## src/rtl/sim_run_ctrl.sv

```systemverilog
`default_nettype none
`timescale 1ns/1ps
// +--------------------------------------------------------------------------+
// | Module      : sim_run_ctrl                                               |
// | Description : Run controller for the simulation top. Watches per-channel |
// |               halt/commit strobes, a load-once cycle budget, a no-commit |
// |               watchdog and error flags, and produces one registered      |
// |               finish/fatal verdict with a fail code.                     |
// | Option      : SIM_RUN_CTRL_HALT_ALL_EN - DRAIN only once every channel   |
// |               has halted (sticky mask); otherwise any halt bit drains.   |
// | Revision    : 1.0 - initial release                                      |
// +--------------------------------------------------------------------------+
module sim_run_ctrl #(
   parameter int CHANNELS     = 8,
   parameter int TIMEOUT_W    = 64,
   parameter int STALL_W      = 32,
   parameter int DRAIN_CYCLES = 4,
   localparam int c_HALT_CH_W = (CHANNELS > 1) ? $clog2(CHANNELS) : 1
) (
   input  logic                   clk,
   input  logic                   rst_n,
   input  logic                   start,
   input  logic [TIMEOUT_W-1:0]   timeout_val,
   input  logic [STALL_W-1:0]     stall_limit,
   input  logic [CHANNELS-1:0]    halt,
   input  logic [CHANNELS-1:0]    commit,
   input  logic                   mon_error,
   input  logic                   mem_error,
   output logic                   finish,
   output logic                   fatal,
   output logic                   done,
   output logic [2:0]             fail_code,
   output logic [c_HALT_CH_W-1:0] halt_ch,
   output logic [TIMEOUT_W-1:0]   cycles_left
);

   localparam int             c_DRAIN_W    = $clog2(DRAIN_CYCLES + 1);
   localparam logic [c_DRAIN_W-1:0] c_DRAIN_LAST = c_DRAIN_W'(DRAIN_CYCLES - 1);
   localparam logic [2:0]     c_CODE_MEM   = 3'd1;
   localparam logic [2:0]     c_CODE_MON   = 3'd2;
   localparam logic [2:0]     c_CODE_TIME  = 3'd3;
   localparam logic [2:0]     c_CODE_STALL = 3'd4;

   typedef enum logic [2:0] {
      S_IDLE  = 3'd0,
      S_RUN   = 3'd1,
      S_DRAIN = 3'd2,
      S_PASS  = 3'd3,
      S_FAIL  = 3'd4
   } state_t;

   state_t                  r_state;
   state_t                  w_state_nxt;
   logic [STALL_W-1:0]      r_stall_cnt;
   logic [STALL_W-1:0]      r_stall_lim;
   logic [c_DRAIN_W-1:0]    r_drain_cnt;
   logic [CHANNELS-1:0]     w_halt_vec;
   logic                    w_halt_hit;
   logic                    w_stall_hit;
   logic [c_HALT_CH_W-1:0]  w_halt_low;
   logic [2:0]              w_code_nxt;
   logic                    w_finish_nxt;
   logic                    w_fatal_nxt;
   logic                    w_load;
   logic                    w_dec;
   logic                    w_drain_enter;

`ifdef SIM_RUN_CTRL_HALT_ALL_EN
   logic [CHANNELS-1:0]     r_mask;

   // Sticky halt mask: cleared on a new run, accumulates halts while running
   always_ff @(posedge clk or negedge rst_n) begin
      if (!rst_n)
         r_mask <= '0;
      else if (w_load)
         r_mask <= '0;
      else if (r_state == S_RUN)
         r_mask <= r_mask | halt;
   end

   // Drain once the mask fills; candidates are the channels completing it
   always_comb begin
      w_halt_hit = &(r_mask | halt);
      w_halt_vec = halt & ~r_mask;
   end
`else
   // Any single halt bit drains; every asserted bit is a candidate
   always_comb begin
      w_halt_hit = |halt;
      w_halt_vec = halt;
   end
`endif

   // Lowest-index candidate channel (scan downward so the lowest wins)
   always_comb begin
      w_halt_low = '0;
      for (int i = CHANNELS - 1; i >= 0; i--) begin
         if (w_halt_vec[i])
            w_halt_low = c_HALT_CH_W'(i);
      end
   end

   // Watchdog trips on the stall_limit-th consecutive commit-free cycle
   always_comb begin
      w_stall_hit = (r_stall_lim != '0) &&
                    (r_stall_cnt == r_stall_lim - STALL_W'(1)) &&
                    (commit == '0);
   end

   // State register
   always_ff @(posedge clk or negedge rst_n) begin
      if (!rst_n)
         r_state <= S_IDLE;
      else
         r_state <= w_state_nxt;
   end

   // Next state and verdict decode; errors outrank budget, watchdog, then halt
   always_comb begin
      w_state_nxt   = r_state;
      w_code_nxt    = fail_code;
      w_finish_nxt  = 1'b0;
      w_fatal_nxt   = 1'b0;
      w_load        = 1'b0;
      w_dec         = 1'b0;
      w_drain_enter = 1'b0;
      case (r_state)
         S_IDLE: begin
            if (start) begin
               w_state_nxt = S_RUN;
               w_load      = 1'b1;
            end
         end
         S_RUN: begin
            if (mem_error) begin
               w_state_nxt = S_FAIL;
               w_code_nxt  = c_CODE_MEM;
               w_fatal_nxt = 1'b1;
            end else if (mon_error) begin
               w_state_nxt = S_FAIL;
               w_code_nxt  = c_CODE_MON;
               w_fatal_nxt = 1'b1;
            end else if (cycles_left == '0) begin
               w_state_nxt = S_FAIL;
               w_code_nxt  = c_CODE_TIME;
               w_fatal_nxt = 1'b1;
            end else if (w_stall_hit) begin
               w_state_nxt = S_FAIL;
               w_code_nxt  = c_CODE_STALL;
               w_fatal_nxt = 1'b1;
            end else begin
               w_dec = 1'b1;
               if (w_halt_hit) begin
                  w_state_nxt   = S_DRAIN;
                  w_drain_enter = 1'b1;
               end
            end
         end
         S_DRAIN: begin
            if (mem_error) begin
               w_state_nxt = S_FAIL;
               w_code_nxt  = c_CODE_MEM;
               w_fatal_nxt = 1'b1;
            end else if (mon_error) begin
               w_state_nxt = S_FAIL;
               w_code_nxt  = c_CODE_MON;
               w_fatal_nxt = 1'b1;
            end else begin
               w_dec = (cycles_left != '0);
               if (r_drain_cnt == c_DRAIN_LAST) begin
                  w_state_nxt  = S_PASS;
                  w_finish_nxt = 1'b1;
               end
            end
         end
         default: begin
         end
      endcase
   end

   // Registered verdict outputs and remaining budget
   always_ff @(posedge clk or negedge rst_n) begin
      if (!rst_n) begin
         finish      <= 1'b0;
         fatal       <= 1'b0;
         done        <= 1'b0;
         fail_code   <= 3'd0;
         halt_ch     <= '0;
         cycles_left <= '0;
      end else begin
         finish    <= w_finish_nxt;
         fatal     <= w_fatal_nxt;
         done      <= (w_state_nxt == S_PASS) || (w_state_nxt == S_FAIL);
         fail_code <= w_code_nxt;
         if (w_drain_enter)
            halt_ch <= w_halt_low;
         if (w_load)
            cycles_left <= timeout_val;
         else if (w_dec)
            cycles_left <= cycles_left - TIMEOUT_W'(1);
      end
   end

   // Watchdog counter, latched stall limit and drain counter
   always_ff @(posedge clk or negedge rst_n) begin
      if (!rst_n) begin
         r_stall_cnt <= '0;
         r_stall_lim <= '0;
         r_drain_cnt <= '0;
      end else begin
         if (w_load) begin
            r_stall_cnt <= '0;
            r_stall_lim <= stall_limit;
         end else if (r_state == S_RUN) begin
            if (|commit)
               r_stall_cnt <= '0;
            else if (r_stall_cnt != '1)
               r_stall_cnt <= r_stall_cnt + STALL_W'(1);
         end
         if (w_drain_enter)
            r_drain_cnt <= '0;
         else if (r_state == S_DRAIN)
            r_drain_cnt <= r_drain_cnt + c_DRAIN_W'(1);
      end
   end

endmodule
`default_nettype wire

```

## config.mk

```make
export PLATFORM = sky130hd
export DESIGN_NAME = sim_run_ctrl
export DESIGN_NICKNAME = d
export VERILOG_FILES = /design/src/rtl/sim_run_ctrl.sv
export SDC_FILE = /design/constraint.sdc
export NUM_CORES = 1
export LEC_CHECK = 0
export ABC_AREA = 1
export CAP_MARGIN = 30
export CORE_ASPECT_RATIO = 1.5
export CORE_MARGIN = 1.5
export CORE_UTILIZATION = 54
export CTS_BUF_LIST = sky130_fd_sc_hd__clkbuf_16
export DETAILED_ROUTE_END_ITERATION = 8
export PLACE_DENSITY_LB_ADDON = 0.08
export SLEW_MARGIN = 20
export SYNTH_ARGS = -nofsm -noshare
export SYNTH_HDL_FRONTEND = slang
export SYNTH_SLANG_ARGS = --single-unit
```

## constraint.sdc

```tcl
create_clock -name clk -period 3.39 [get_ports clk]
set_input_delay 0.8475 -clock clk [delete_from_list [all_inputs] [get_ports clk]]
set_output_delay 0.8475 -clock clk [all_outputs]
set_load 0.05 [all_outputs]
```

Word level (Yosys, flattened, before mapping)
Index checks and enable logic that the tools add are counted.
{"block": "word_totals", "ff_bits": 143, "latch_bits": 0, "ramBits": 0, "rom_bits": 0, "inputBits": 117, "out_inout_bits": 73, "word_cells": 99, "mem_count": 0}
{"block": "op_classes", "add_sub_neg": 4, "multipliers": 0, "div_mod_pow": 0, "order_cmp": 0, "eq_ne": 9, "shifts": 0, "muxes": 59, "n_bitwise": 0, "reduce_logical": 17}
{"op": "2-to-1 mux 32 bit", "n": 4}
{"op": "2-to-1 mux 64 bit", "n": 2}
{"op": "2-to-1 mux 3 bit", "n": 25}
{"op": "zero test 64 bit", "n": 1}
{"op": "nonzero test 64 bit", "n": 1}
{"op": "subtractor 64 x 1 -> 64 bit (second input constant)", "n": 1}
{"op": "adder 32 x 1 -> 32 bit (second input constant)", "n": 1}
{"op": "== test 32 bit", "n": 1}
{"op": "!= test 32 bit (second input constant)", "n": 1}
{"op": "nonzero test 32 bit", "n": 1}
{"op": "subtractor 32 x 1 -> 32 bit (second input constant)", "n": 1}
{"op": "2-to-1 mux 1 bit", "n": 24}
{"op": "OR reduction 8 bit", "n": 2}
{"op": "== test 3 x 2 -> 1 bit (second input constant)", "n": 3}
{"op": "case mux 3 bit (3 select lines)", "n": 1}
{"op": "zero test 8 bit", "n": 1}
{"op": "nonzero test 2 bit", "n": 4}
{"op": "case mux 3 bit (2 select lines)", "n": 1}
{"op": "!= test 5 bit (second input constant)", "n": 1}
{"op": "case mux 1 bit (2 select lines)", "n": 2}
{"op": "adder 3 x 1 -> 3 bit (second input constant)", "n": 1}
{"op": "== test 3 x 1 -> 1 bit (second input constant)", "n": 1}
{"op": "== test 3 bit (second input constant)", "n": 1}
{"op": "zero test 3 bit", "n": 1}
{"op": "other kinds (6)", "n": 7}

Longest topological paths before layout
Gate-level depths: netlist of run 1.
{"block": "depth", "ltp_word": 11, "depth_mapped": 21, "depth_no_buf": 20}

Worst setup path after synthesis of run 1
OpenSTA, ideal clock, no wires.
{"block": "synth_timing", "path_kind": "flip-flop to flip-flop", "startpoint": "reg cycles_left[0]", "endpoint": "reg cycles_left[22]", "setup_ps": 123, "arrival_time_ps": 2580, "required_ps": 3267, "setup_slack_ps": 687, "path_stages_with_launch": 19, "path_buffers": 2, "period_less_slack_ps": 2703, "cell_sequence": "dfrtp_1 > inv_1 > ha_1 > nand2_1 > nor2_2 > nand2_1 > nor2_2 > nand2_1 > inv_2 > nand4_2 > nor3_4 > nor3_4 > inv_2 > o21ai_0 > inv_2 > nand2_2 > buf_6 > buf_2 > o21ai_1"}
{"block": "synth_between", "elab_chain_cells": 6, "elab_cells_between_ends": 12, "cone_classes": "add/sub (1); mux (8); reduce/logical (3)"}
{"element": "from (decl)", "line": "34", "rtl": "output logic [TIMEOUT_W-1:0] cycles_left"}
{"element": "from (signal assigned)", "line": "198", "rtl": "cycles_left <= timeout_val;"}
{"element": "from (signal assigned)", "line": "200", "rtl": "cycles_left <= cycles_left - TIMEOUT_W'(1);"}
{"element": "parallel branches: the longest is 6 deep, another holds subtractor 64 x 1 -> 64 bit"}
Parallel ways; which one is timed is not known. The select of a mux whose other input is x is not followed.
A chain may end at the register's enable or synchronous reset.

Worst setup path in the final report of run 1
{"block": "layout_timing", "startpoint": "reg cycles_left[0]", "endpoint": "reg cycles_left[60]"}
Same word-level chain as after synthesis.

==> results of run 1 <==
## registers in the layout, indices dropped and copies added (netlist names)
| register | cells |
|---|---|
| done | 1 |
| fatal | 1 |
| r_state | 3 |
| r_stall_cnt | 32 |
| r_drain_cnt | 3 |
| cycles_left | 64 |
| finish | 1 |
| halt_ch | 3 |
| fail_code | 3 |
| r_stall_lim | 32 |
## cells by family (layout without fill, tap and decap cells)
group / Yosys count / in the layout / share of synthesized area
AOI/OAI and AO/OA: 199 / 199 / 0.108
xor gates and xnor gates: 60 / 60 / 0.0549
adders and majority gates: 5 / 5 / 0.00621
buffers and inverters: 230 / 428 / 0.0900
DFF: 143 / 143 / 0.355
muxes: 4 / 4 / 0.00397
and+or+nand+nor: 905 / 905 / 0.382
## layer usage
metal	routed length, um	part of all wire
met1	11900	0.35
met2	17800	0.53
met3	1970	0.059
met4	1880	0.056
met5	0	0
## synth_stat cells, drive strengths merged, types with 12 or more instances
master and number:
clkbuf 23, a21oi 41, o21ai 122, nand4 26
inv 189, nand2 492, nor3 34, o31ai 12
nor2 263, nand3 67, buf 16, xor2 48
dfrtp 143
## layout make-up
type	instances	area [um^2]	area share
inverters	191	719	0.0560
repair buffers	205	2050	0.160
clock inverters	15	151	0.0118
well taps	252	315	0.0246
flip-flops and latches	143	3580	0.279
clock buffers	17	425	0.0331
multi-input cells	1173	5600	0.436
## worst max-delay path by stage
stage	end	cells past startpoint	slack, ns
floorplan	cycles_left[22]	18	0.69
global placement	r_stall_cnt[30]	13	0.31
detailed placement	cycles_left[60]	16	0.25
CTS	cycles_left[60]	18	0.25
global route	cycles_left[60]	17	0.02
finish	cycles_left[60]	18	0.20
## power breakdown
group | switching [mW] | internal [mW]
registers | 0.869 | 2.30
clock network | 0.822 | 1.03
logic | 3.67 | 1.84
total | 5.36 | 5.18
## critical path, cell delays in order, from the launching register on
cell,delay (ns)
dfrtp_1,0.40
inv_1,0.13
ha_1,0.22
nand2_1,0.09
nor2_2,0.16
nand2_1,0.14
nor2_2,0.19
nand2_1,0.12
inv_2,0.09
nand4_2,0.18
nor3_4,0.37
nor3_4,0.11
inv_2,0.07
o21ai_0,0.08
inv_2,0.07
nand2_2,0.08
buf_4,0.25
a21oi_1,0.21
nor2_1,0.07
## metrics by stage
step	util	total power, mW	setup slack (ns)	instances
5_1_grt	0.698	11.2	0.0218	1996
3_3_place_gp	0.667	8.51	0.314	1964
6_report	0.698	10.5	0.201	1996
4_1_cts	0.698	10.5	0.252	1996
3_5_place_dp	0.667	8.60	0.249	1964
2_1_floorplan	-	6.75	0.687	1546
==> results.cfg, run 1 <==
[clocking]
cts.clk_slew.worst_paths_ns = 0.07
cts_sinks = 143
cts_tree = yes
holdBufCountCts = 0
clk_path_buf_depth = 2
cts_post_setup_buffers_inserted = 0
clock_latency_ns = 0.43
htreeDepth = 4
cts-root-buf = clkbuf_16
ctsResizeCount = 0
numCtsBuffers = 17

[power_and_ir_drop]
vdd_drop_max_mv = 0.604
leakage_nw = 5.98
powerDensity_nw_per_um2 = 820

[global_route]
grt_pass1_wl_um = 52500
antenna_found_initial = 0
met1_usage = 0.379
grtUsageMet3 = 0.0531
gr-total-overflow = 0
track_usage = 0.351
grt.met2_usage = 0.642
grt_max_degree = 134
grt_pass1_vias = 10383
busiest_layer = met2

[logic_synthesis]
synth_edf_count = 0
synth_cell_types = 50
ys_async_sr_fraction = 1.00
synth_area_um2 = 10100
ys_warn_count = 0
synth_ff_type = dfrtp_1
syn_nets = 1668
syn_avg_cell_area_um2 = 6.52
yosysTopAreaCellShare = 0.355
ys_seq_area_frac = 0.355
synthTopCellsByArea = dfrtp_1, nand2_1, nor2_1, inv_1, o21ai_0
yosysTopAreaCell = dfrtp_1
netlist_instances = 1546
synth_seq_cells = 143

[setup_path]
r2r_start = cycles_left[0]
startpoint_type = flop
worst_setup_path_end_kind = flop
crit_fanout = 38
cp.required_ns = 3.71
arrival_ns = 3.50
regToRegSetupSlack_ns = 0.20
crit_start = cycles_left[0]
path_class = flop to flop
r2r_end = cycles_left[60]
worstRegToRegCells = 18

[finish]
nFillCells = 1610
design_area_um2 = 12800
drive_gt1_frac = 0.0636
syn_to_final_growth_pct = 27.4
diodes = 0
fin_nets = 1853
layout_commonest_cell = nand2_1
final_cell_mix = nand2_1, nor2_1, clkdlybuf4s50_1

[placement]
io_buffers = 189
gp_congestion = 0.950
post_dp_cell_area_um2 = 12300
hpwl_um = 25400

[routing]
vias_per_cell = 5.38
drt_iter0_drc = 668
drc = 0
drt_pass1_iterations = 5
ant_nets = 0
wirelength_um = 33600
wl_per_cell_um = 16.8
vias = 10739

[timing]
worstMarginPinSlew_ns = 0.749
skew_ns = 0.0103
clock.fmax_ghz = 0.314
post-route-period-util = 0.941
whs_ns = 0.455
fin_setup_tns_ns = 0
hold_viol_final = 0
drv_slew = 0
period_needed_ns = 3.19
max-slew-margin-rel = 0.496
rsz0062_at_grt = false
setup_viol = 0

[die]
rows = 61
die_area_um2 = 19500
die_h_um = 170
core_um2 = 18400
die_w_um = 115
io-pin-count = 190
start_util = 0.548

[min_path]
hp-class = primary input to asynchronous set/reset pin

[run]
max_cap_viol_count = 0

[status]
status = complete, no violations
Power figures use the tool's default switching activity.
==> run 2: changes to the inputs <==
- clock period: 3.39 -> 3.61 ns (I/O delays scaled with it)
==> run 2 against run 1 <==
Critical path depth decreased by 1. First-iteration DRC count decreased by 0.15%. Register-to-register slack improved by 0.096 ns. Worst setup slack improved by 0.096 ns. Die area unchanged. Final area decreased by 0.63%. Hold slack improved by 0.029 ns. Count of clock-buffer cells in the layout unchanged. Wire length decreased by 1.2%. Cell count decreased by 0.15%. Total power decreased by 7.8%. Critical endpoint is now cycles_left[41].
==> results.cfg, run 2 (synthesis results as in run 1) <==
[setup_path]
path_class = flop to flop
worst_setup_path_end_kind = flop
crit_chain = nor2_1 -> nand2_1 -> nor2_2 -> nand2_1 -> nor2_2 -> nand2_1 -> nand3_1 -> nand2_1 -> nor2_1 -> nand2_1 -> nor2_2 -> nand2_2 -> nand3_2 -> nand2_2 -> buf_4 -> a21oi_1 -> nor2_1
arrival_ns = 3.63
cpPeakStageDelay_ns = 0.45
crit_fanout = 52
cp_slowest_cell = dfrtp_1
cp.required_ns = 3.93
path_common_cell = nand2_1
startpoint_type = flop

[timing]
worstMarginPinSlew_ns = 0.835
clock.fmax_ghz = 0.302
drv_slew = 0
fin_setup_tns_ns = 0
setup_viol = 0
post-route-period-util = 0.918
max-slew-margin-rel = 0.438
period_needed_ns = 3.31
skew_ns = 0.0104
rsz0062_at_grt = false
hold_viol_final = 0

[finish]
final_cell_mix = nand2_1, nor2_1, clkdlybuf4s50_1
largest_reg_flops = 64
regMostFlops = cycles_left
final_cell_count_no_fill = 1993
diodes = 0
fin_nets = 1852
layout_commonest_cell = nand2_1
top_regs = cycles_left: 64 flops, r_stall_cnt: 32 flops, r_stall_lim: 32 flops
syn_to_final_growth_pct = 26.5
drive_gt1_frac = 0.0609
fin_util = 0.694

[routing]
wirelength_um = 33200
wl_per_cell_um = 16.6
ant_nets = 0
vias_per_cell = 5.40
drt_iter0_drc = 667
drc = 0
drt_pass1_iterations = 5
vias = 10754

[clocking]
cts_sinks = 143
clk_path_buf_depth = 2
clock_latency_ns = 0.44
cts_tree = yes
cts_post_setup_buffers_inserted = 0
cts.clk_slew.worst_paths_ns = 0.06
htreeDepth = 4
numCtsBuffers = 17
cts-root-buf = clkbuf_16

[die]
die_h_um = 170
die_area_um2 = 19500
io-pin-count = 190
die_w_um = 115
rows = 61
core_um2 = 18400
start_util = 0.548

[power_and_ir_drop]
p_int_mw = 4.76
leakage_nw = 5.95
swShare = 0.510
switchingPower_mw = 4.95
vdd_drop_max_mv = 0.568
power_frac_comb = 0.533
sequentialPowerShare = 0.306
clockPowerShare = 0.161
powerDensity_nw_per_um2 = 761

[min_path]
hp-class = flop to flop

[global_route]
grt_pass1_vias = 10771
grt_pass1_wl_um = 53000
grt_max_degree = 134
antenna_found_initial = 0
gr-total-overflow = 0
track_usage = 0.352

[run]
max_cap_viol_count = 0

[placement]
hpwl_um = 25300
post-place-cells = 1963
io_buffers = 189
gp_congestion = 0.967

[status]
status = complete, no violations
==> run 2: metal layers <==
layer | share of wire | routed length (um) | up-vias | GRT usage
met5 | 0 | 0 | - | 0
met4 | 0.069 | 2280 | 0 | 0.242
met3 | 0.049 | 1640 | 120 | 0.0680
met2 | 0.52 | 17100 | 342 | 0.626
met1 | 0.37 | 12100 | 5031 | 0.371
li1 | - | - | 5261 | -
==> run 2: stage by stage <==
step	hold slack, ns	instance area (um^2)	setup WS, ns	power (mW)
finish	0.485	12800	0.296	9.71
global route	0.526	12800	0.0899	10.4
CTS	0.492	12800	0.404	9.70
detailed placement	0.476	12300	0.363	8.10
global placement	0.469	12300	0.452	7.99
floorplan	0.486	10100	0.907	6.34
==> run 2: power by group through the flow <==
stage	Clock, mW	Sequential [mW]	Combinational [mW]
after global routing	1.64	3.03	5.68
after global placement	0	2.97	5.02
after detailed placement	0	2.96	5.14
after floorplan	0	3.90	2.44
after CTS	1.57	2.95	5.17
final	1.56	2.97	5.18
==> run 2: cell type report <==
cell class	count	area, um^2
Timing Repair Buffer	204	2040
Multi-Input combinational cell	1173	5600
Inverter	191	719
Fill cell	1630	5640
Clock buffer	17	425
Clock inverter	13	77.6
Sequential cell	143	3580
Tap cell	252	315
==> run 2: what timing repair did <==
action	in CTS	in global routing
endpoints found under the setup margin	0	1
hold buffers	0	0
gates resized for setup	0	1
==> run 2: worst paths after layout <==
path	start	endpoint	slack, ns	cells past startpoint
worst max-delay path	r_stall_lim[12]	cycles_left[41]	0.30	17
worst min-delay path	halt_ch[1]	halt_ch[1]	0.48	2
worst max register to register	r_stall_lim[12]	cycles_left[41]	0.30	17
worst min register to register	halt_ch[1]	halt_ch[1]	0.48	2
max in group asynchronous	rst_n	cycles_left[10]	2.31	2
min in group asynchronous	rst_n	halt_ch[0]	0.49	1
==> run 2: worst max-delay path: cells and delay by family, from the launching register on <==
kind | cells | cell delay (ns)
AO/OA/AOI/OAI | 1 | 0.22
AND/OR/NAND/NOR | 15 | 2.19
flip-flops | 1 | 0.45
buffers and inverters | 1 | 0.29
